$ cat config.mk
export PLATFORM = sky130hd
export DESIGN_NAME = max_result_serializer_flat
export DESIGN_NICKNAME = d
export VERILOG_FILES = /design/src/rtl/max_result_serializer_if.sv /design/src/rtl/max_result_serializer.sv /design/src/flat_wrapper.sv
export SDC_FILE = /design/constraint.sdc
export NUM_CORES = 1
export LEC_CHECK = 0
export ABC_AREA = 1
export CELL_PAD_IN_SITES_DETAIL_PLACEMENT = 1
export CELL_PAD_IN_SITES_GLOBAL_PLACEMENT = 1
export CORE_UTILIZATION = 33
export DETAILED_ROUTE_END_ITERATION = 16
export PLACE_DENSITY = 0.8
export SETUP_SLACK_MARGIN = 0.05
export SLEW_MARGIN = 20
export SYNTH_ARGS = -nofsm -noshare
export SYNTH_HDL_FRONTEND = slang
export SYNTH_SLANG_ARGS = --single-unit
$ cat constraint.sdc
create_clock -name clk -period 1.4 [get_ports clk]
set_clock_uncertainty 0.05 [all_clocks]
set_input_delay 0.14 -clock clk [delete_from_list [all_inputs] [get_ports clk]]
set_output_delay 0.14 -clock clk [all_outputs]
set_load 0.1 [all_outputs]
$ cat src/rtl/max_result_serializer_if.sv
`default_nettype none
// ============================================================================
// Module   : max_result_serializer_if
// Purpose  : Valid/ready word stream carrying the max-score result packet.
//            The master drives the words and the slave returns out_ready.
// Revision : 1.0 - initial release
// ============================================================================
interface max_result_serializer_if #(
   parameter int OUT_WIDTH = 8
);
   logic                 out_valid;
   logic                 out_ready;
   logic [OUT_WIDTH-1:0] out_data;
   logic                 out_last;

   modport master (output out_valid, output out_data, output out_last, input out_ready);
   modport slave  (input out_valid, input out_data, input out_last, output out_ready);
endinterface
`default_nettype wire

$ cat src/rtl/max_result_serializer.sv
`default_nettype none
// ============================================================================
// Module   : max_result_serializer
// Purpose  : Snapshots the final max_score/max_row/max_col when an alignment
//            completes and streams them out as a packet of OUT_WIDTH-bit words
//            (score words, row words, col words, each LS word first).
//            Optional macro MAX_REPORT_CHECKSUM_EN appends an XOR checksum word.
// Revision : 1.0 - initial release
// ============================================================================
module max_result_serializer #(
   parameter int SCORE_WIDTH    = 8,
   parameter int ROW_BITS_WIDTH = 5,
   parameter int COL_BITS_WIDTH = 5,
   parameter int OUT_WIDTH      = 8
) (
   input  wire logic                      clk,
   input  wire logic                      rst_n,
   input  wire logic                      start,
   input  wire logic                      done_align,
   input  wire logic [SCORE_WIDTH-1:0]    max_score,
   input  wire logic [ROW_BITS_WIDTH-1:0] max_row,
   input  wire logic [COL_BITS_WIDTH-1:0] max_col,
   max_result_serializer_if.master        bus,
   output logic                           busy,
   output logic                           overrun
);

   // Words occupied by each zero-extended field
   localparam int c_score_words = (SCORE_WIDTH    + OUT_WIDTH - 1) / OUT_WIDTH;
   localparam int c_row_words   = (ROW_BITS_WIDTH + OUT_WIDTH - 1) / OUT_WIDTH;
   localparam int c_col_words   = (COL_BITS_WIDTH + OUT_WIDTH - 1) / OUT_WIDTH;
   localparam int c_field_words = c_score_words + c_row_words + c_col_words;
`ifdef MAX_REPORT_CHECKSUM_EN
   localparam int c_num_words   = c_field_words + 1;
`else
   localparam int c_num_words   = c_field_words;
`endif
   localparam int c_idx_w       = (c_num_words > 1) ? $clog2(c_num_words) : 1;
   localparam logic [c_idx_w-1:0] c_last_idx = c_idx_w'(c_num_words - 1);

   localparam logic [0:0] c_st_idle = 1'b0;
   localparam logic [0:0] c_st_send = 1'b1;

   logic [0:0]                r_state;
   logic [c_idx_w-1:0]        r_index;
   logic                      r_overrun;
   logic [SCORE_WIDTH-1:0]    r_score;
   logic [ROW_BITS_WIDTH-1:0] r_row;
   logic [COL_BITS_WIDTH-1:0] r_col;

   logic [c_field_words*OUT_WIDTH-1:0] w_fields;
   logic [c_num_words*OUT_WIDTH-1:0]   w_packet;
   logic [OUT_WIDTH-1:0]               w_word;
   logic                               w_valid;
   logic                               w_last;
   logic                               w_accept;

   // Lay the snapshot out as a flat word array, unused upper bits left at zero
   always_comb begin
      w_fields = '0;
      w_fields[SCORE_WIDTH-1:0] = r_score;
      w_fields[c_score_words*OUT_WIDTH +: ROW_BITS_WIDTH] = r_row;
      w_fields[(c_score_words+c_row_words)*OUT_WIDTH +: COL_BITS_WIDTH] = r_col;
   end

`ifdef MAX_REPORT_CHECKSUM_EN
   logic [OUT_WIDTH-1:0] w_checksum;

   // Checksum word is the XOR of every field word that precedes it
   always_comb begin
      w_checksum = '0;
      for (int k = 0; k < c_field_words; k++) begin
         w_checksum = w_checksum ^ w_fields[k*OUT_WIDTH +: OUT_WIDTH];
      end
   end

   assign w_packet = {w_checksum, w_fields};
`else
   assign w_packet = w_fields;
`endif

   // Select the word addressed by the current index
   always_comb begin
      w_word = '0;
      for (int k = 0; k < c_num_words; k++) begin
         if (r_index == c_idx_w'(k)) begin
            w_word = w_packet[k*OUT_WIDTH +: OUT_WIDTH];
         end
      end
   end

   assign w_valid  = (r_state == c_st_send);
   assign w_last   = w_valid && (r_index == c_last_idx);
   assign w_accept = w_valid && bus.out_ready;

   // Snapshot and index are frozen while a word waits, so data/last stay stable
   assign bus.out_valid = w_valid;
   assign bus.out_data  = w_valid ? w_word : '0;
   assign bus.out_last  = w_last;
   assign busy          = w_valid;
   assign overrun       = r_overrun;

   // Packet sequencing: start aborts, done_align launches or flags an overrun
   always_ff @(posedge clk or negedge rst_n) begin
      if (!rst_n) begin
         r_state   <= c_st_idle;
         r_index   <= '0;
         r_overrun <= 1'b0;
      end else if (start) begin
         r_state   <= c_st_idle;
         r_index   <= '0;
         r_overrun <= 1'b0;
      end else if (r_state == c_st_idle) begin
         if (done_align) begin
            r_state <= c_st_send;
            r_index <= '0;
         end
      end else begin
         if (done_align) begin
            r_overrun <= 1'b1;
         end
         if (w_accept) begin
            if (w_last) begin
               r_state <= c_st_idle;
               r_index <= '0;
            end else begin
               r_index <= r_index + c_idx_w'(1);
            end
         end
      end
   end

   // Capture the max registers only when idle and not being restarted
   always_ff @(posedge clk or negedge rst_n) begin
      if (!rst_n) begin
         r_score <= '0;
         r_row   <= '0;
         r_col   <= '0;
      end else if (!start && done_align && (r_state == c_st_idle)) begin
         r_score <= max_score;
         r_row   <= max_row;
         r_col   <= max_col;
      end
   end

endmodule
`default_nettype wire
$ cat src/flat_wrapper.sv
// flat-port wrapper written by rule: the top's interface ports become plain ports
module max_result_serializer_flat 
#(
   parameter int SCORE_WIDTH    = 8,
   parameter int ROW_BITS_WIDTH = 5,
   parameter int COL_BITS_WIDTH = 5,
   parameter int OUT_WIDTH      = 8
)
  (clk, rst_n, start, done_align, max_score, max_row, max_col, busy, overrun, bus_out_valid, bus_out_data, bus_out_last, bus_out_ready);
  max_result_serializer_if #(.OUT_WIDTH(OUT_WIDTH)) bus_i ();
  input  wire logic clk;
  input  wire logic rst_n;
  input  wire logic start;
  input  wire logic done_align;
  input  wire logic [SCORE_WIDTH-1:0] max_score;
  input  wire logic [ROW_BITS_WIDTH-1:0] max_row;
  input  wire logic [COL_BITS_WIDTH-1:0] max_col;
  output logic busy;
  output logic overrun;
  output wire logic [$bits(bus_i.out_valid)-1:0] bus_out_valid;
  output wire logic [$bits(bus_i.out_data)-1:0] bus_out_data;
  output wire logic [$bits(bus_i.out_last)-1:0] bus_out_last;
  input wire logic [$bits(bus_i.out_ready)-1:0] bus_out_ready;
  assign bus_out_valid = bus_i.out_valid;
  assign bus_out_data = bus_i.out_data;
  assign bus_out_last = bus_i.out_last;
  assign bus_i.out_ready = bus_out_ready;
  max_result_serializer #(.SCORE_WIDTH(SCORE_WIDTH), .ROW_BITS_WIDTH(ROW_BITS_WIDTH), .COL_BITS_WIDTH(COL_BITS_WIDTH), .OUT_WIDTH(OUT_WIDTH)) u_core (.clk(clk), .rst_n(rst_n), .start(start), .done_align(done_align), .max_score(max_score), .max_row(max_row), .max_col(max_col), .bus(bus_i), .busy(busy), .overrun(overrun));
endmodule
# Word-level counts from Yosys, hierarchy flattened
# Cells that the tools add are included.
[classes]
reduce_logical = 11
addsub = 1
eq_ne = 3
mux = 17
bitwise = 1
[ops]
columns = ["cell", "n"]
rows = [
  ["two-way mux 8 bit", 4],
  ["two-way mux 2 bit", 5],
  ["two-way mux 1 bit", 8],
  ["logical AND 1 bit", 4],
  ["AND reduction 2 bit", 2],
  ["nonzero test 2 bit", 2],
  ["!= test 3 bit, second input constant", 1],
  ["nonzero test 3 bit", 1],
  ["adder 2 x 1 -> 2 bit, second input constant", 1],
  ["== test 2 x 1 -> 1 bit, second input constant", 1],
  ["== test 2 bit, second input constant", 1],
  ["logical NOT 2 bit", 1],
  ["logical NOT 1 bit", 1],
  ["inverter 1 bit", 1],
]
[totals]
output_inout_bits = 12
in_bits = 23
register_bits = 22

# Logic depth before layout (Yosys ltp)
# Gate-level depths: netlist (run 1).
[logic_depth]
ltp_word = 6
depth_mapped = 6

# Worst setup path after synthesis (run 1)
# OpenSTA, ideal clock, no wires.
[synth_path]
path_kind = "reg2out"
start = "reg u_core.r_state (netlist: u_core.bus.out_valid)"
end = "out bus_out_data[5]"
path_buffers = 1
path_stages_with_launch = 4
arrival_time_ns = 2.632
required_time_ns = 1.210
slack_ns = -1.422
cell_sequence = "dfrtp_1 > buf_2 > nand2_1 > nor2_1"
[synth_between]
elab_chain_len = 1
[synth_lines]
columns = ["item", "line_no", "rtl"]
rows = [
  ["start, declared", "max_result_serializer.sv:44", "logic [0:0] r_state;"],
  ["start signal, assigned", "max_result_serializer.sv:106", "r_state <= c_st_idle;"],
  ["start signal, assigned", "max_result_serializer.sv:110", "r_state <= c_st_idle;"],
  ["start signal, assigned", "max_result_serializer.sv:115", "r_state <= c_st_send;"],
  ["two-way mux 8 bit", "max_result_serializer.sv:98", "assign bus.out_data = w_valid ? w_word : '0;"],
  ["end, declared", "flat_wrapper.sv:21", "output wire logic [$bits(bus_i.out_data)-1:0] bus_out_data;"],
]
# No other way between the ends.

# Worst setup path in the final report (run 1)
[layout_path]
start = "reg u_core.r_index[0]"
end = "out bus_out_data[0]"
[layout_between]
elab_chain_len = 5
[layout_lines]
columns = ["item", "line_no", "rtl"]
rows = [
  ["start, declared", "max_result_serializer.sv:45", "logic [c_idx_w-1:0] r_index;"],
  ["start signal, assigned", "max_result_serializer.sv:127", "r_index <= r_index + c_idx_w'(1);"],
  ["logical NOT 2 bit", "max_result_serializer.sv:86", "if (r_index == c_idx_w'(k)) begin"],
  ["two-way mux 8 bit (2 in series)", "max_result_serializer.sv:86", ""],
  ["two-way mux 8 bit (*)", "max_result_serializer.sv:86", ""],
  ["two-way mux 8 bit (*)", "max_result_serializer.sv:98", ""],
]
# Mark *: on every way between the ends. The rest lies on a longest branch, timed or not.

==> results.sh, run 1 <==
export IMPL_outcome="finished, violations left"
export IMPL_violations="setup timing"
export IMPL_fmax_ghz=0.568
export IMPL_post_drt_wl_per_cell_um=16.1
export IMPL_syn_cell_area_um2=1160
export IMPL_power_leakage_nw=0.917
export IMPL_grt_use_total=0.202
export IMPL_yosys_area_top_type="dfrtp_1"
export IMPL_core_rowCount=21
export IMPL_power_density_nw_per_um2=1060
export IMPL_clkSinkCount=22
export IMPL_crit_type="reg2out"
export IMPL_cts_buffer_depth=2
export IMPL_grt_setup_unrepaired="yes"
export IMPL_start_util=0.346
export IMPL_ant_nets=0
export IMPL_syn2layout_area_growth_pct=70.8
export IMPL_ys_ff_latch=22
export IMPL_cts_buffers=3
export IMPL_crit_end="bus_out_data[0]"
export IMPL_root_buffer="clkbuf_4"
export IMPL_diodes=0
export IMPL_portBuffers=34
export IMPL_timing_slew_headroom=0.800
export IMPL_fillers=403
export IMPL_yosys_top_cells_area="dfrtp_1 47%, nand2_1 12%, o21ai_2 11%"
export IMPL_ys_flop_type="dfrtp_1"
export IMPL_num_io_pins=35
export IMPL_grt_ovfl_total=0
export IMPL_drv_cap=0
export IMPL_syn_inst=140
export IMPL_yosys_area_top_type_share=0.474
export IMPL_dieArea_um2=3760
export IMPL_finalCriticalPeriod_ps=1760
export IMPL_cp_required_ps=1210
export IMPL_cp_data_arrival_time_ps=1570
export IMPL_syn_nets=163
export IMPL_crit_fanout=7
export IMPL_cts_tree="done"
export IMPL_synth_edff_count=0
export IMPL_wl_um=3720
export IMPL_finalWorstSetupSlack_ps=-361
export IMPL_dpl_hpwl_um=2360
export IMPL_synthArstFlopShare=1.00
export IMPL_grt_max_degree=31
export IMPL_gp_congestion=0.753
export IMPL_vias_per_cell=4.79
export IMPL_htree_levels=1
export IMPL_drive_above_1_share=0.422
export IMPL_reg2regPathDepth=5
export IMPL_worstMarginPinSlew_ps=300
export IMPL_dr_pass1_iters=4
export IMPL_rr_endpoint="u_core.r_score[5]"
export IMPL_clk_latency_ps=330
export IMPL_critPathLaunch="u_core.r_index[0]"
export IMPL_yosys_warnings=0
export IMPL_finalPower_mw=2.10
export IMPL_drcViolationCount=0
export IMPL_holdBufCountCts=0
export IMPL_pre_cts_ws_ps=-27.7
export IMPL_min_period_over_period=1.26
export IMPL_hold_class="in2async"
export IMPL_ys_seq_area_frac=0.474
export IMPL_worst_setup_path_end_kind="output pin"
export IMPL_finalNonFillerCells=231
export IMPL_core_area_um2=3360
export IMPL_vias=1107
export IMPL_clkTransAtPathRegs_ps=150
export IMPL_grt_pass1_vias=1131
export IMPL_startpoint_type="register"
export IMPL_r2r_start="u_core.bus.out_valid"
export IMPL_drv_slew=0
export IMPL_post_place_cells=218
export IMPL_fin_nets=209
export IMPL_synth_common_cells="37 x nand2_1, 23 x inv_1, 22 x dfrtp_1, 17 x nand3_1, 15 x o21ai_2"
export IMPL_ir_worst_vdd_v=0.00101
export IMPL_die_y_um=61.4
export IMPL_grt_pass1_wl_um=5480
export IMPL_grt_antenna_before_repair=0
export IMPL_setup_viol_count_final=11
export IMPL_synth_area_per_cell_um2=8.30
export IMPL_drt_iter0_markers=29
export IMPL_synth_most_common_cell="nand2_1"
export IMPL_dieWidth_um=61.4
export IMPL_ys_types=16
export IMPL_rrSetupSlack_ps=20
export IMPL_finalHoldViolations=0
## stage by stage
step | util | setup TNS, ps | instance area, µm² | hold WS, ps
3_3_place_gp | 0.515 | 0 | 1730 | 425
4_1_cts | 0.564 | -2670 | 1900 | 99.7
6_report | 0.590 | -2810 | 1990 | 84.7
2_1_floorplan | - | -1220 | 1230 | -206
3_5_place_dp | 0.515 | -36.1 | 1730 | 430
5_1_grt | 0.590 | -3820 | 1990 | 125
## worst min-delay path by stage
| stage | to | slack [ps] | cells after the start |
|---|---|---|---|
| 2_1_floorplan | u_core.overrun | -210 | 0 |
| 3_3_place_gp | u_core.r_col[0] | 420 | 2 |
| 3_5_place_dp | u_core.r_col[0] | 430 | 2 |
| 4_1_cts | u_core.r_score[4] | 100 | 2 |
| 5_1_grt | u_core.r_score[4] | 120 | 2 |
| 6_report | u_core.r_score[4] | 80 | 2 |
## layout make-up
| type | count | area [µm²] | area share |
|---|---|---|---|
| Sequential cell | 22 | 557 | 0.280 |
| Timing Repair Buffer | 48 | 646 | 0.325 |
| Inverter | 27 | 128 | 0.0643 |
| Clock inverter | 1 | 30.0 | 0.0151 |
| Tap cell | 46 | 57.6 | 0.0290 |
| Clock buffer | 3 | 22.5 | 0.0113 |
| Multi-Input combinational cell | 84 | 546 | 0.275 |
## critical path: stages (launching register included)
cell,delay [ps]
dfrtp_2,490
nor2_4,240
nand2_1,130
nand3_2,80
nand2_2,60
clkinvlp_4,80
buf_12,160
## where the power goes
group / internal [mW] / switching [mW]
registers: 0.727 / 0.0680
logic: 0.320 / 0.470
clock network: 0.290 / 0.226
## cells in the final DEF, fill, tap and decap left out, types with 6 or more instances in the layout
master and n:
nand2_2 6, nand2_1 29, nand3_1 11, dfrtp_1 19
clkdlybuf4s50_1 22, buf_12 14, nand3_2 6, inv_1 18
o21ai_2 16
## metal layers
metal	part of all wire	GRT usage	vias to the layer above
met4	0.017	0.0413	0
met3	0.026	0.0294	7
met1	0.42	0.260	554
met5	0	0	-
li1	-	-	524
met2	0.54	0.363	22
## sequential cells by signal, summed over array words and instances, names as in the netlist
| register | count |
|---|---|
| u_core.r_score | 8 |
| u_core.r_col | 5 |
| u_core.r_row | 5 |
| u_core.r_index | 2 |
| u_core.bus.out_valid | 1 |
| u_core.overrun | 1 |
## logic make-up (layout without fill, tap and decap cells)
logic type             after synthesis  after routing  share of synthesized area
buffers and inverters               34             79                      0.138
flip-flops                          22             22                      0.474
AND/OR/NAND/NOR                     62             62                      0.239
AO/OA/AOI/OAI                       22             22                      0.150
## timing repair
action,4_1_cts,5_1_grt
gates resized for setup,16,11
setup endpoints to repair,11,31
pin swaps,5,2
buffers inserted,6,0
hold endpoints to repair,0,0
cloned,0,3
Power figures use the tool's default switching activity.
==> run 2, diff against run 1 <==
Settings changed: CORE_MARGIN set to 5, SKIP_LAST_GASP set to 1.
==> results.sh, run 2 (synthesis results as in run 1) <==
export IMPL_cp_slowest_cell="dfrtp_2"
export IMPL_finalNonFillerCells=239
export IMPL_p_clk_frac=0.175
export IMPL_seqCellArea_um2=557
export IMPL_cp_data_arrival_time_ps=1590
export IMPL_grt_pass1_wl_um=6960
export IMPL_root_buffer="clkbuf_4"
export IMPL_fillers=391
export IMPL_tns_ps=-3260
export IMPL_dieWidth_um=69.4
export IMPL_switching_share=0.390
export IMPL_core_area_um2=3360
export IMPL_p_int_mw=1.27
export IMPL_portBuffers=34
export IMPL_fmax_ghz=0.563
export IMPL_wl_um=4520
export IMPL_finalCriticalPeriod_ps=1780
export IMPL_drive_above_1_share=0.482
export IMPL_gp_congestion=0.772
export IMPL_ir_worst_vdd_v=0.000569
export IMPL_top_regs="u_core.r_score: 8 flops, u_core.r_col: 5 flops, u_core.r_row: 5 flops"
export IMPL_drcViolationCount=0
export IMPL_grt_antenna_before_repair=0
export IMPL_finalHoldViolations=0
export IMPL_vias_per_cell=4.89
export IMPL_worstMarginPinSlew_ps=297
export IMPL_cp_cell_sequence="nor2_4 -> nand2_1 -> nand3_1 -> nand2_2 -> clkinvlp_4 -> buf_12"
export IMPL_largest_reg_flops=8
export IMPL_finalPower_mw=2.08
export IMPL_combPwrFrac=0.427
export IMPL_final_cell_area_um2=2150
export IMPL_core_rowCount=21
export IMPL_cp_required_ps=1210
export IMPL_critical_path_max_stage_delay_ps=490
export IMPL_dpl_hpwl_um=2450
export IMPL_crit_fanout=7
export IMPL_rrSetupSlack_ps=-60
export IMPL_seq_power_share=0.398
export IMPL_dieArea_um2=4810
export IMPL_vias=1169
export IMPL_power_leakage_nw=0.979
export IMPL_drv_cap=0
export IMPL_switchingPower_uw=810
export IMPL_cts_tree="done"
export IMPL_clkTransAtPathRegs_ps=130
export IMPL_setup_viol_count_final=24
export IMPL_fin_nets=217
export IMPL_grt_max_degree=23
export IMPL_place_area_um2=1750
export IMPL_layout_common_cells="22 x clkdlybuf4s50_1, 20 x nand2_1, 19 x dfrtp_1"
export IMPL_timing_hold_ws_ps=110
export IMPL_dr_pass1_iters=4
export IMPL_drv_slew=0
export IMPL_grt_use_total=0.185
export IMPL_grt_setup_unrepaired="yes"
export IMPL_clk_latency_ps=310
export IMPL_multiInputGateArea_um2=618
export IMPL_cts_buffer_depth=2
export IMPL_die_y_um=69.4
export IMPL_startpoint_type="register"
export IMPL_cts_buffers=3
export IMPL_start_util=0.346
export IMPL_hold_class="in2async"
export IMPL_clkSinkCount=22
export IMPL_finalWorstSetupSlack_ps=-375
export IMPL_min_period_over_period=1.27
export IMPL_num_io_pins=35
export IMPL_diodes=0
export IMPL_timing_slew_headroom=0.802
export IMPL_max_flop_register="u_core.r_score"
export IMPL_grt_pass1_vias=1308
export IMPL_crit_type="reg2out"
export IMPL_holdBufCountCts=0
export IMPL_syn2layout_area_growth_pct=84.9
export IMPL_ant_nets=0
export IMPL_drt_iter0_markers=57
export IMPL_grt_ovfl_total=0
export IMPL_post_drt_wl_per_cell_um=18.9
export IMPL_post_place_cells=221
export IMPL_outcome="finished, violations left"
export IMPL_layout_commonest_cell="clkdlybuf4s50_1"
export IMPL_violations="setup timing"
export IMPL_htree_levels=1
export IMPL_power_density_nw_per_um2=965
export IMPL_worst_setup_path_end_kind="output pin"
## run 2: power groups by stage
stage / sequential, mW / combinational [mW] / clock (mW)
final: 0.825 / 0.886 / 0.364
after global routing: 0.834 / 0.932 / 0.414
after CTS: 0.796 / 0.809 / 0.362
after detailed placement: 0.807 / 0.714 / 0
after global placement: 0.802 / 0.693 / 0
after floorplan: 0.804 / 0.438 / 0
## run 2: per-layer routing
metal,global-route usage,share of wire,up-vias
met1,0.197,0.39,583
met4,0.0629,0.028,0
li1,-,-,538
met5,0,0,-
met2,0.352,0.54,34
met3,0.0420,0.038,14
## run 2: what timing repair did
| item | CTS | global route |
|---|---|---|
| pin swaps | 10 | 5 |
| gates cloned | 3 | 0 |
| endpoints found under the setup margin | 19 | 29 |
| resized for setup | 24 | 25 |
| setup buffers | 8 | 5 |
## run 2: cell type report
cell class / instances / share of cell area
Sequential cell: 22 / 0.259
Tap cell: 46 / 0.0268
Timing Repair Buffer: 56 / 0.347
Multi-Input combinational cell: 84 / 0.288
Clock buffer: 4 / 0.0169
Inverter: 27 / 0.0629
## run 2: stage by stage
stage / utilization / worst slack, ps
6_report: 0.639 / -375
5_1_grt: 0.639 / -445
3_5_place_dp: 0.522 / -43.4
2_1_floorplan: - / -177
3_3_place_gp: 0.522 / 3.24
4_1_cts: 0.598 / -318
## run 2: critical path: cells and delay by family, from the launching register on
kind,cells,cell delay [ps]
flip-flops,1,490
AND/OR/NAND/NOR,4,540
buffers and inverters,2,240
## run 2: path summary, 6_finish.rpt
path                                       from                    to  cells after the start
min in group clk                     max_row[0]       u_core.r_row[0]                      3
min reg2reg                     u_core.r_col[4]       u_core.r_col[4]                      2
min                                       rst_n       u_core.r_col[2]                      2
max reg2reg                u_core.bus.out_valid     u_core.r_score[3]                      7
max                           u_core.r_index[0]       bus_out_data[1]                      6
max in group asynchronous                 rst_n  u_core.bus.out_valid                      2
